<file path="src/rtl/rr_grant_arbiter.sv">
// rr_grant_arbiter: round-robin arbiter producing a registered one-hot select
// for a downstream one-hot mux. A grant is held until ready accepts it. Priority
// rotates past the served source after every completed transfer. A lock hint
// from the granted source keeps the grant across beats.
//
// Optional build macro RR_ARB_STARVE_WDOG_EN adds a per-source starvation
// watchdog with a sticky starve_err output (parameter STARVE_LIMIT).
module rr_grant_arbiter #(
    parameter int WIDTH = 4,
    parameter int IDX_W = $clog2(WIDTH)
`ifdef RR_ARB_STARVE_WDOG_EN
    ,
    parameter int STARVE_LIMIT = 64
`endif
) (
    input  logic             clock,
    input  logic             reset,
    input  logic [WIDTH-1:0] req,
    input  logic [WIDTH-1:0] lock,
    input  logic             ready,
    output logic [WIDTH-1:0] grant,
    output logic             grant_valid,
    output logic [IDX_W-1:0] grant_idx
`ifdef RR_ARB_STARVE_WDOG_EN
    ,
    output logic             starve_err
`endif
);

    typedef enum logic [1:0] {
        IDLE   = 2'd0,
        GRANT  = 2'd1,
        LOCKED = 2'd2
    } state_t;

    localparam logic [WIDTH-1:0] ONE_HOT_LSB = {{(WIDTH-1){1'b0}}, 1'b1};
    localparam logic [IDX_W-1:0] LAST_IDX    = IDX_W'(WIDTH-1);

    state_t           state_reg, state_next;
    logic [WIDTH-1:0] grant_reg, grant_next;
    logic [IDX_W-1:0] idx_reg, idx_next;
    logic [IDX_W-1:0] ptr_reg, ptr_next;

    logic [IDX_W-1:0] ptr_adv;
    logic [IDX_W:0]   pick_idle;
    logic [IDX_W:0]   pick_next;

    // Returns {found, index} of the first set bit of r scanning upward from p
    // with wrap-around. Scanning from the far end lets the closest hit win.
    function automatic logic [IDX_W:0] rr_pick(input logic [WIDTH-1:0] r,
                                               input logic [IDX_W-1:0] p);
        logic [IDX_W:0] res;
        int             pos;
        res = '0;
        for (int k = WIDTH - 1; k >= 0; k--) begin
            pos = int'(p) + k;
            if (pos >= WIDTH) begin
                pos = pos - WIDTH;
            end
            if (r[pos]) begin
                res = {1'b1, IDX_W'(pos)};
            end
        end
        return res;
    endfunction

    // Pointer one past the current grant, wrapping at the last source.
    assign ptr_adv   = (idx_reg == LAST_IDX) ? '0 : idx_reg + 1'b1;
    // Fresh arbitration from idle, and the back-to-back decision on completion
    // with the just-served source masked out.
    assign pick_idle = rr_pick(req, ptr_reg);
    assign pick_next = rr_pick(req & ~grant_reg, ptr_adv);

    // State register: FSM state, held grant, its index and the priority pointer.
    always_ff @(posedge clock) begin
        if (!reset) begin
            state_reg <= IDLE;
            grant_reg <= '0;
            idx_reg   <= '0;
            ptr_reg   <= '0;
        end else begin
            state_reg <= state_next;
            grant_reg <= grant_next;
            idx_reg   <= idx_next;
            ptr_reg   <= ptr_next;
        end
    end

    // Next-state logic: grant from idle, hold while waiting, continue a burst or
    // rotate and re-arbitrate once the consumer accepts.
    always_comb begin
        state_next = state_reg;
        grant_next = grant_reg;
        idx_next   = idx_reg;
        ptr_next   = ptr_reg;
        case (state_reg)
            IDLE: begin
                if (pick_idle[IDX_W]) begin
                    state_next = GRANT;
                    idx_next   = pick_idle[IDX_W-1:0];
                    grant_next = ONE_HOT_LSB << pick_idle[IDX_W-1:0];
                end
            end
            GRANT, LOCKED: begin
                if (ready) begin
                    if (lock[idx_reg] && req[idx_reg]) begin
                        state_next = LOCKED;
                    end else begin
                        ptr_next = ptr_adv;
                        if (pick_next[IDX_W]) begin
                            state_next = GRANT;
                            idx_next   = pick_next[IDX_W-1:0];
                            grant_next = ONE_HOT_LSB << pick_next[IDX_W-1:0];
                        end else begin
                            state_next = IDLE;
                            idx_next   = '0;
                            grant_next = '0;
                        end
                    end
                end
            end
            default: begin
                state_next = IDLE;
                idx_next   = '0;
                grant_next = '0;
            end
        endcase
    end

    // Outputs come straight from registers; no combinational path from req.
    always_comb begin
        grant       = grant_reg;
        grant_valid = |grant_reg;
        grant_idx   = idx_reg;
    end

`ifdef RR_ARB_STARVE_WDOG_EN
    localparam int CNT_W = $clog2(STARVE_LIMIT + 1);
    localparam logic [CNT_W-1:0] CNT_MAX = CNT_W'(STARVE_LIMIT);

    logic [WIDTH-1:0] starve_hit;
    logic             starve_err_reg;

    for (genvar gi = 0; gi < WIDTH; gi++) begin : g_wdog
        logic [CNT_W-1:0] cnt_reg;
        logic             starving;

        assign starving = req[gi] && !grant_reg[gi];
        // Flags the edge at which this counter reaches the limit.
        assign starve_hit[gi] = starving && (cnt_reg >= CNT_MAX - 1'b1);

        // Saturating count of consecutive cycles spent requesting without grant.
        always_ff @(posedge clock) begin
            if (!reset) begin
                cnt_reg <= '0;
            end else if (starving) begin
                if (cnt_reg != CNT_MAX) begin
                    cnt_reg <= cnt_reg + 1'b1;
                end
            end else begin
                cnt_reg <= '0;
            end
        end
    end

    // Sticky error: once any source starves to the limit it stays set until reset.
    always_ff @(posedge clock) begin
        if (!reset) begin
            starve_err_reg <= 1'b0;
        end else if (|starve_hit) begin
            starve_err_reg <= 1'b1;
        end
    end

    assign starve_err = starve_err_reg;
`endif

endmodule
</file>
<file path="config.mk">
export PLATFORM = sky130hd
export DESIGN_NAME = rr_grant_arbiter
export DESIGN_NICKNAME = d
export VERILOG_FILES = /design/src/rtl/rr_grant_arbiter.sv
export SDC_FILE = /design/constraint.sdc
export NUM_CORES = 1
export LEC_CHECK = 0
export ABC_AREA = 1
export ABC_CLOCK_PERIOD_IN_PS = 2200
export BUFFER_PORTS_ARGS = -buffer_cell sky130_fd_sc_hd__buf_2
export CAP_MARGIN = 20
export CELL_PAD_IN_SITES_DETAIL_PLACEMENT = 1
export CELL_PAD_IN_SITES_GLOBAL_PLACEMENT = 2
export CORE_MARGIN = 8
export CORE_UTILIZATION = 27
export CTS_CLUSTER_SIZE = 24
export DETAILED_ROUTE_END_ITERATION = 7
export PLACE_DENSITY = 0.85
export SETUP_SLACK_MARGIN = 0.05
export SYNTH_ARGS = -nofsm -noshare
export SYNTH_HDL_FRONTEND = slang
export SYNTH_SLANG_ARGS = --single-unit
</file>
<file path="constraint.sdc">
create_clock -name clock -period 2.2 [get_ports clock]
set_input_delay 0.22 -clock clock [delete_from_list [all_inputs] [get_ports clock]]
set_output_delay 0.22 -clock clock [all_outputs]
set_load 0.05 [all_outputs]
</file>
==> results of run 1 <==
==> worst register-to-register path: cells and delay by family (launching register included) <==
family | cells | cell delay (ns)
adders and majority gates | 1 | 0.47
buffers and inverters | 1 | 0.14
DFF | 1 | 0.37
and+or+nand+nor | 11 | 0.85
==> cell type report <==
class	count	share of cell area
clock buffer	4	0.0435
inverter	28	0.0831
multi-input combinational	156	0.597
sequential	10	0.159
tap	50	0.0495
timing repair buffer	17	0.0673
==> stage by stage <==
stage	cell area [um2]	cells	hold slack [ns]	util
after floorplan	1070	195	0.358	-
after global placement	1210	261	0.462	0.309
after detailed placement	1210	261	0.468	0.309
after CTS	1260	265	0.254	0.323
after global routing	1260	265	0.283	0.323
final	1260	265	0.257	0.323
==> where the power goes <==
part	internal [mW]	leakage, nW	switching, mW
clock network	0.158	0.0288	0.0827
logic	0.456	0.584	1.03
registers	0.250	0.0824	0.0867
==> kinds of logic (layout without fill, tap and decap cells) <==
kind of cell / after synthesis / count (layout)
AND/OR/NAND/NOR: 133 / 133
XOR/XNOR: 2 / 2
AO/OA/AOI/OAI: 18 / 18
flip-flops: 10 / 10
adder cells (fa/ha/maj): 3 / 3
buffers and inverters: 29 / 49
==> worst paths after layout <==
check                    start         end  slack, ns  cells after the start
setup / recovery  grant_idx[0]    grant[2]       0.31                     13
hold / removal           reset  ptr_reg[1]       0.26                      3
setup reg to reg  grant_idx[0]    grant[2]       0.31                     13
hold reg to reg       grant[2]    grant[2]       0.47                      2
==> layer usage <==
metal | share of wire | track usage
met1 | 0.51 | 0.141
met2 | 0.44 | 0.192
met3 | 0.042 | 0.0260
met4 | 0.0084 | 0.0389
met5 | 0 | 0
==> layout by cell type (no fill, tap or decap), drive strengths merged, types with 2 or more instances in the layout <==
cell	instances
nand4	4
nand3	18
ha	3
o21ai	10
clkbuf	4
nor2	16
dfxtp	10
buf	17
nand2	92
inv	27
nor3	2
a21oi	6
==> flow_summary.ini, run 1 <==
[routing]
vias_per_cell = 4.71
ant_nets = 0
wl_um = 3350
route.vias.total = 1247
wl_per_cell_um = 12.6
detail_route.first_pass.iterations = 4
drt-initial-drc-count = 35
drc_errors = 0

[timing]
maxSlewHeadroom = 0.675
fin_skew_ns = 0.000739
hold_violations = 0
grt_setup_unrepaired = no
slew_violations = 0
finalSetupTns_ns = 0
period_share = 0.858
max_freq_mhz = 530
worst_slew_pin_slew_ns = 0.487
worst_slack_ns = 0.311
setup_viol = 0
period_minus_slack_ns = 1.89

[floorplan]
fp.coreArea_um2 = 3910
fp.dieW_um = 79.0
start_util = 0.274
fp.dieH_um = 79.0
dieArea_um2 = 6240
num_rows = 23
num_io_pins = 18

[synthesis]
synth_compound_area_frac = 0.0968
synthArstFlopShare = 0
syn-cell-area_um2 = 1070
synth_mux_area_frac = 0
synth_edf_count = 0
yosysWarnings = 0
synth_seq_cells = 10
synth_xor_area_frac = 0.0163
synth_top_flop_cell = dfxtp_1
synth.distinct_cells = 25
yosysMostFrequentCell = nand2_1
synthesis.area_per_instance_um2 = 5.50
synthTopCellsByCount = nand2_1, inv_1, nand3_1, nor2_1, dfxtp_1
synth_fa_ha_area_frac = 0.0350
netlist_instances = 195
synth_top_family_by_area = simple AND/OR/NAND/NOR gates
synth_nets = 209
yosys.area.top_type = nand2_1
ys_seq_area_frac = 0.187
ys_top_cells_by_area = nand2_1, dfxtp_1, inv_1
synth_top_area_share = 0.294
yosys.area_share.simple = 0.557

[setup_path]
crit_path_frequent_cell = nand2_1
crit_type = reg2reg
crit_slowest_cell = ha_1
cp_max_fo = 7
cp_top_family = simple AND/OR/NAND/NOR gates
cp.arrival_ns = 2.08
startpoint_type = flop
critPathBufInv = 1
slowest_delay_ns = 0.47
critPathCaptureType = flop
path_cells = ha_1 -> inv_1 -> nand2_1 -> nand2_2 -> nand2_2 -> nand3_2 -> nand2_1 -> nand2_1 -> nand2_2 -> nand3_1 -> nand2_1 -> nand2_1 -> nand2_1
worstPathRequired_ns = 2.39

[layout]
multiInputGateArea_um2 = 756
seq_area_um2 = 201
antenna_cells = 0
drive_above_1_share = 0.200
nNetsFinal = 230
fillCellCount = 575
largest_reg_flops = 4
area_growth_pct = 18.0

[global_route]
grt_pass1_wl_um = 5820
grt_pass1_vias = 1290
antenna_found_initial = 0
overflow = 0
grtUsageTotal = 0.115
grt_max_degree = 14

[power_and_ir_drop]
power.density_nw_per_um2 = 1630
ir_worst_vdd_uv = 421
total_power_mw = 2.06
p_leak_nw = 0.695

[placement]
dp_slack_ns = 0.245
place.gp.congestion = 0.804
port_buffers = 17
dp_hpwl_um = 2820

[cts]
clock-sinks = 10
cts_buffers = 3
clk_latency_ns = 0.24
cts.hold.buffers_added = 0
clockBufferDepth = 2
htree_levels = 1
cts_tree = done
root_buffer = clkbuf_8
cts_resized = 0
cts_setup_buffers = 0
cts.reportedPaths.clkPinSlew_ns = 0.05

[outcome]
outcome = finished clean

[run]
drv_cap = 0

[min_path]
hold_path_class = in2reg
(Power assumes the default switching activity.)
==> run 2: changes to the inputs <==
Settings changed: RECOVER_POWER from default to 25, REMOVE_ABC_BUFFERS from default to 1, SLEW_MARGIN from default to 20.
==> flow_summary.ini, run 2 (synthesis results as in run 1) <==
[floorplan]
start_util = 0.274
num_io_pins = 18
num_rows = 23
fp.coreArea_um2 = 3910
fp.dieW_um = 79.0
fp.dieH_um = 79.0
dieArea_um2 = 6240

[power_and_ir_drop]
p_leak_nw = 0.679
ir_worst_vdd_uv = 681
power.density_nw_per_um2 = 1620
total_power_mw = 2.04

[layout]
antenna_cells = 0
nNetsFinal = 230
seq_area_um2 = 201
mostFrequentLayoutCells = nand2_1, inv_1, nand3_1, nor2_1, buf_2
post-route-util = 0.322
final_cell_area_um2 = 1260
fillCellCount = 561
largest_reg_flops = 4
layout_commonest_cell = nand2_1
area_growth_pct = 17.5
finalNonFillerCells = 265
drive_above_1_share = 0.181
multiInputGateArea_um2 = 756

[placement]
placed_area_um2 = 1210
dp_hpwl_um = 2830
port_buffers = 17
dp_slack_ns = 0.244
dp_cells = 261
place.gp.congestion = 0.776

[cts]
cts_tree = done
htree_levels = 1
cts_buffers = 3
root_buffer = clkbuf_8
clock-sinks = 10
cts_setup_buffers = 0
cts_resized = 0
clockBufferDepth = 2
clk_latency_ns = 0.23
cts.hold.buffers_added = 0
cts.reportedPaths.clkPinSlew_ns = 0.05

[timing]
hold_violations = 0
grt_setup_unrepaired = no
fin_skew_ns = 0.00142
period_share = 0.847
setup_viol = 0
maxSlewHeadroom = 0.599
holdWs_ns = 0.269
finalSetupTns_ns = 0
slew_violations = 0
worst_slack_ns = 0.336
max_freq_mhz = 536
period_minus_slack_ns = 1.86
worst_slew_pin_slew_ns = 0.604

[outcome]
outcome = finished clean

[min_path]
min_to = ptr_reg[1]
hold_path_class = in2reg
whs_path_depth = 3
hp-start = reset

[setup_path]
rr_endpoint = grant[2]
r2r_setup_slack_ns = 0.34
slowest_delay_ns = 0.45
path_cells = ha_1 -> inv_1 -> nand2_1 -> nand2_2 -> nand2_2 -> nand3_2 -> nand2_1 -> nand2_1 -> nand2_2 -> nand3_1 -> nand2_1 -> nand2_1 -> nand2_1
critPathBufInv = 1
worstPathRequired_ns = 2.38
worstRegToRegCells = 13
critPathCaptureType = flop
reg2reg_from = grant_idx[0]
crit_slowest_cell = ha_1
startpoint_type = flop
crit_path_frequent_cell = nand2_1
cp_top_family = simple AND/OR/NAND/NOR gates
cp.arrival_ns = 2.04
crit_type = reg2reg
cp_max_fo = 7

[routing]
wl_per_cell_um = 12.6
route.vias.total = 1214
drt-initial-drc-count = 47
vias_per_cell = 4.58
wl_um = 3330
detail_route.first_pass.iterations = 4
drc_errors = 0
ant_nets = 0

[global_route]
overflow = 0
grt_pass1_wl_um = 5830
antenna_found_initial = 0
grt_max_degree = 14
grt_pass1_vias = 1263
grtUsageTotal = 0.111

[run]
drv_cap = 0
run 2: cell count changes in the layout (fill, tap and decap cells not counted), sizes merged:
cell	delta
clkbuf	+4
buf	-4
run 2: worst reg2reg max path, stage by stage, from the launching register on:
cell and delay, ns:
dfxtp_2 0.37, ha_1 0.45, inv_1 0.14, nand2_1 0.10
nand2_2 0.07, nand2_2 0.09, nand3_2 0.10, nand2_1 0.07
nand2_1 0.09, nand2_2 0.09, nand3_1 0.07, nand2_1 0.06
nand2_1 0.04, nand2_1 0.06
run 2: cell type report:
cell class,instances,share of cell area
inverters,28,0.0834
clock buffers,4,0.0437
repair buffers,17,0.0636
well taps,50,0.0497
multi-input cells,156,0.600
flip-flops and latches,10,0.160
run 2: report_power, final:
| group | switching [mW] | internal (mW) |
|---|---|---|
| logic | 1.03 | 0.449 |
| clock network | 0.0683 | 0.157 |
| registers | 0.0885 | 0.250 |
| total | 1.19 | 0.856 |
run 2: how the worst max path moves through the flow:
| stage | startpoint | end | slack (ns) | depth (start not counted) |
|---|---|---|---|---|
| 2_1_floorplan | grant_idx[0] | grant[2] | 0.14 | 13 |
| 3_3_place_gp | grant_idx[0] | grant[2] | 0.26 | 13 |
| 3_5_place_dp | grant_idx[0] | grant[2] | 0.24 | 13 |
| 4_1_cts | grant_idx[0] | grant[2] | 0.23 | 13 |
| 5_1_grt | grant_idx[0] | grant_idx[0] | 0.13 | 12 |
| 6_report | grant_idx[0] | grant[2] | 0.34 | 13 |
run 2: routing by layer:
| metal | GRT usage | vias to the layer above | share of wire |
|---|---|---|---|
| met4 | 0.00556 | 0 | 0 |
| met5 | 0 | - | 0 |
| met3 | 0.0282 | 0 | 0.046 |
| met1 | 0.145 | 549 | 0.51 |
| li1 | - | 649 | - |
| met2 | 0.187 | 16 | 0.44 |
==> run 3: changes to the inputs <==
Settings changed: ABC_CLOCK_PERIOD_IN_PS 2200 to 1600, CORE_UTILIZATION 27 to 25, PLACE_DENSITY 0.85 to 0.83.
Clock period 2.2 ns to 1.6 ns, I/O delays scaled along.
==> flow_summary.ini, run 3 (synthesis results as in run 1) <==
[timing]
slew_violations = 0
hold_violations = 0
period_minus_slack_ns = 1.64
maxSlewHeadroom = 0.606
fin_skew_ns = 0.000930
worst_slew_pin_slew_ns = 0.594
setup_viol = 4
holdWs_ns = 0.201
worst_slack_ns = -0.0381
max_freq_mhz = 610
period_share = 1.02
grt_setup_unrepaired = yes

[setup_path]
endpoint = grant[0]
startpoint_type = flop
crit_type = reg2reg
worstRegToRegCells = 14
critPathCaptureType = flop
critPathBufInv = 3
worstPathRequired_ns = 1.78
cp_top_family = simple AND/OR/NAND/NOR gates
crit_slowest_cell = dfxtp_2
path_cells = ha_4 -> nor2_4 -> buf_12 -> nand3_4 -> nand2_4 -> buf_6 -> inv_2 -> nand4_1 -> nand2_1 -> nor2_1 -> nand2_1 -> nand2_1 -> nand2_1 -> nand2_1
crit_start = grant_idx[1]
rr_endpoint = grant[0]
slowest_delay_ns = 0.33
r2r_setup_slack_ns = -0.04
cp.depth = 14
crit_path_frequent_cell = nand2_1
reg2reg_from = grant_idx[1]
cp.arrival_ns = 1.82
cp_max_fo = 7

[layout]
nNetsFinal = 246
seq_area_um2 = 208
mostFrequentLayoutCells = nand2_1, inv_1, buf_2, buf_4
largest_reg_flops = 4
drive_above_1_share = 0.417
fillCellCount = 594
antenna_cells = 0
layout_commonest_cell = nand2_1
finalNonFillerCells = 282
area_growth_pct = 49.0
multiInputGateArea_um2 = 956

[placement]
dp_slack_ns = -0.135
dp_hpwl_um = 2960
port_buffers = 17
place.gp.congestion = 0.840
dp_cells = 275

[floorplan]
fp.coreArea_um2 = 4230
num_rows = 24
num_io_pins = 18
fp.dieH_um = 81.5
dieArea_um2 = 6640
start_util = 0.253
fp.dieW_um = 81.5

[global_route]
grt_max_degree = 12
grt_pass1_wl_um = 6420
grtUsageTotal = 0.121
grt_pass1_vias = 1378
antenna_found_initial = 0
overflow = 0

[outcome]
outcome = complete, but fails checks
violations = negative setup slack

[power_and_ir_drop]
total_power_mw = 3.57
power.density_nw_per_um2 = 2230
p_leak_nw = 0.818
ir_worst_vdd_uv = 700

[run]
drv_cap = 0

[min_path]
hold_path_class = in2reg

[cts]
clock-sinks = 10
cts.hold.buffers_added = 0
cts.reportedPaths.clkPinSlew_ns = 0.05
cts_tree = done
htree_levels = 1
root_buffer = clkbuf_8
cts_buffers = 3
clk_latency_ns = 0.23
clockBufferDepth = 2

[routing]
drt-initial-drc-count = 42
vias_per_cell = 4.75
ant_nets = 0
wl_um = 3940
route.vias.total = 1340
detail_route.first_pass.iterations = 3
wl_per_cell_um = 14.0
drc_errors = 0
run 3: worst min path at each step:
stage,startpoint,endpoint,slack (ns),depth (start not counted)
CTS,reset,state_reg[0],0.20,3
detailed placement,reset,ptr_reg[1],0.45,3
finish,reset,state_reg[0],0.20,3
floorplan,reset,ptr_reg[1],0.30,2
global route,reset,state_reg[0],0.22,3
global placement,reset,ptr_reg[1],0.45,3
run 3: stage by stage:
step	utilization	cell area [um2]	setup TNS, ns
after floorplan	-	1060	-2.81
after global placement	0.307	1300	-0.628
after detailed placement	0.307	1300	-0.739
after CTS	0.337	1430	-0.0460
after global routing	0.377	1600	-0.905
final	0.377	1600	-0.0871
run 3: tightest hold or removal path, cell delays in order:
cell	delay [ns]
buf_2	0.12
o21ai_0	0.07
nor2_1	0.05
run 3: report_power, final:
part	internal, mW	total [mW]	switching, mW
combinational	1.04	2.83	1.79
clock	0.165	0.265	0.100
sequential	0.353	0.470	0.117
run 3: layer usage:
layer | GRT usage | part of all wire | vias up
met5 | 0 | 0 | -
met4 | 0.0268 | 0.0086 | 0
met3 | 0.0175 | 0.036 | 5
met2 | 0.203 | 0.47 | 17
met1 | 0.159 | 0.49 | 634
li1 | - | - | 684
run 3: cell type report:
class                      instances  share of cell area
clock buffer                       3              0.0258
tap                               52              0.0407
multi-input combinational        156               0.598
timing repair buffer              33               0.139
inverter                          28              0.0658
sequential                        10               0.130
run 3: timing repair:
action,4_1_cts,5_1_grt
endpoints found under the setup margin,8,8
resized for setup,22,39
buffers inserted,2,2
pin swaps,12,19
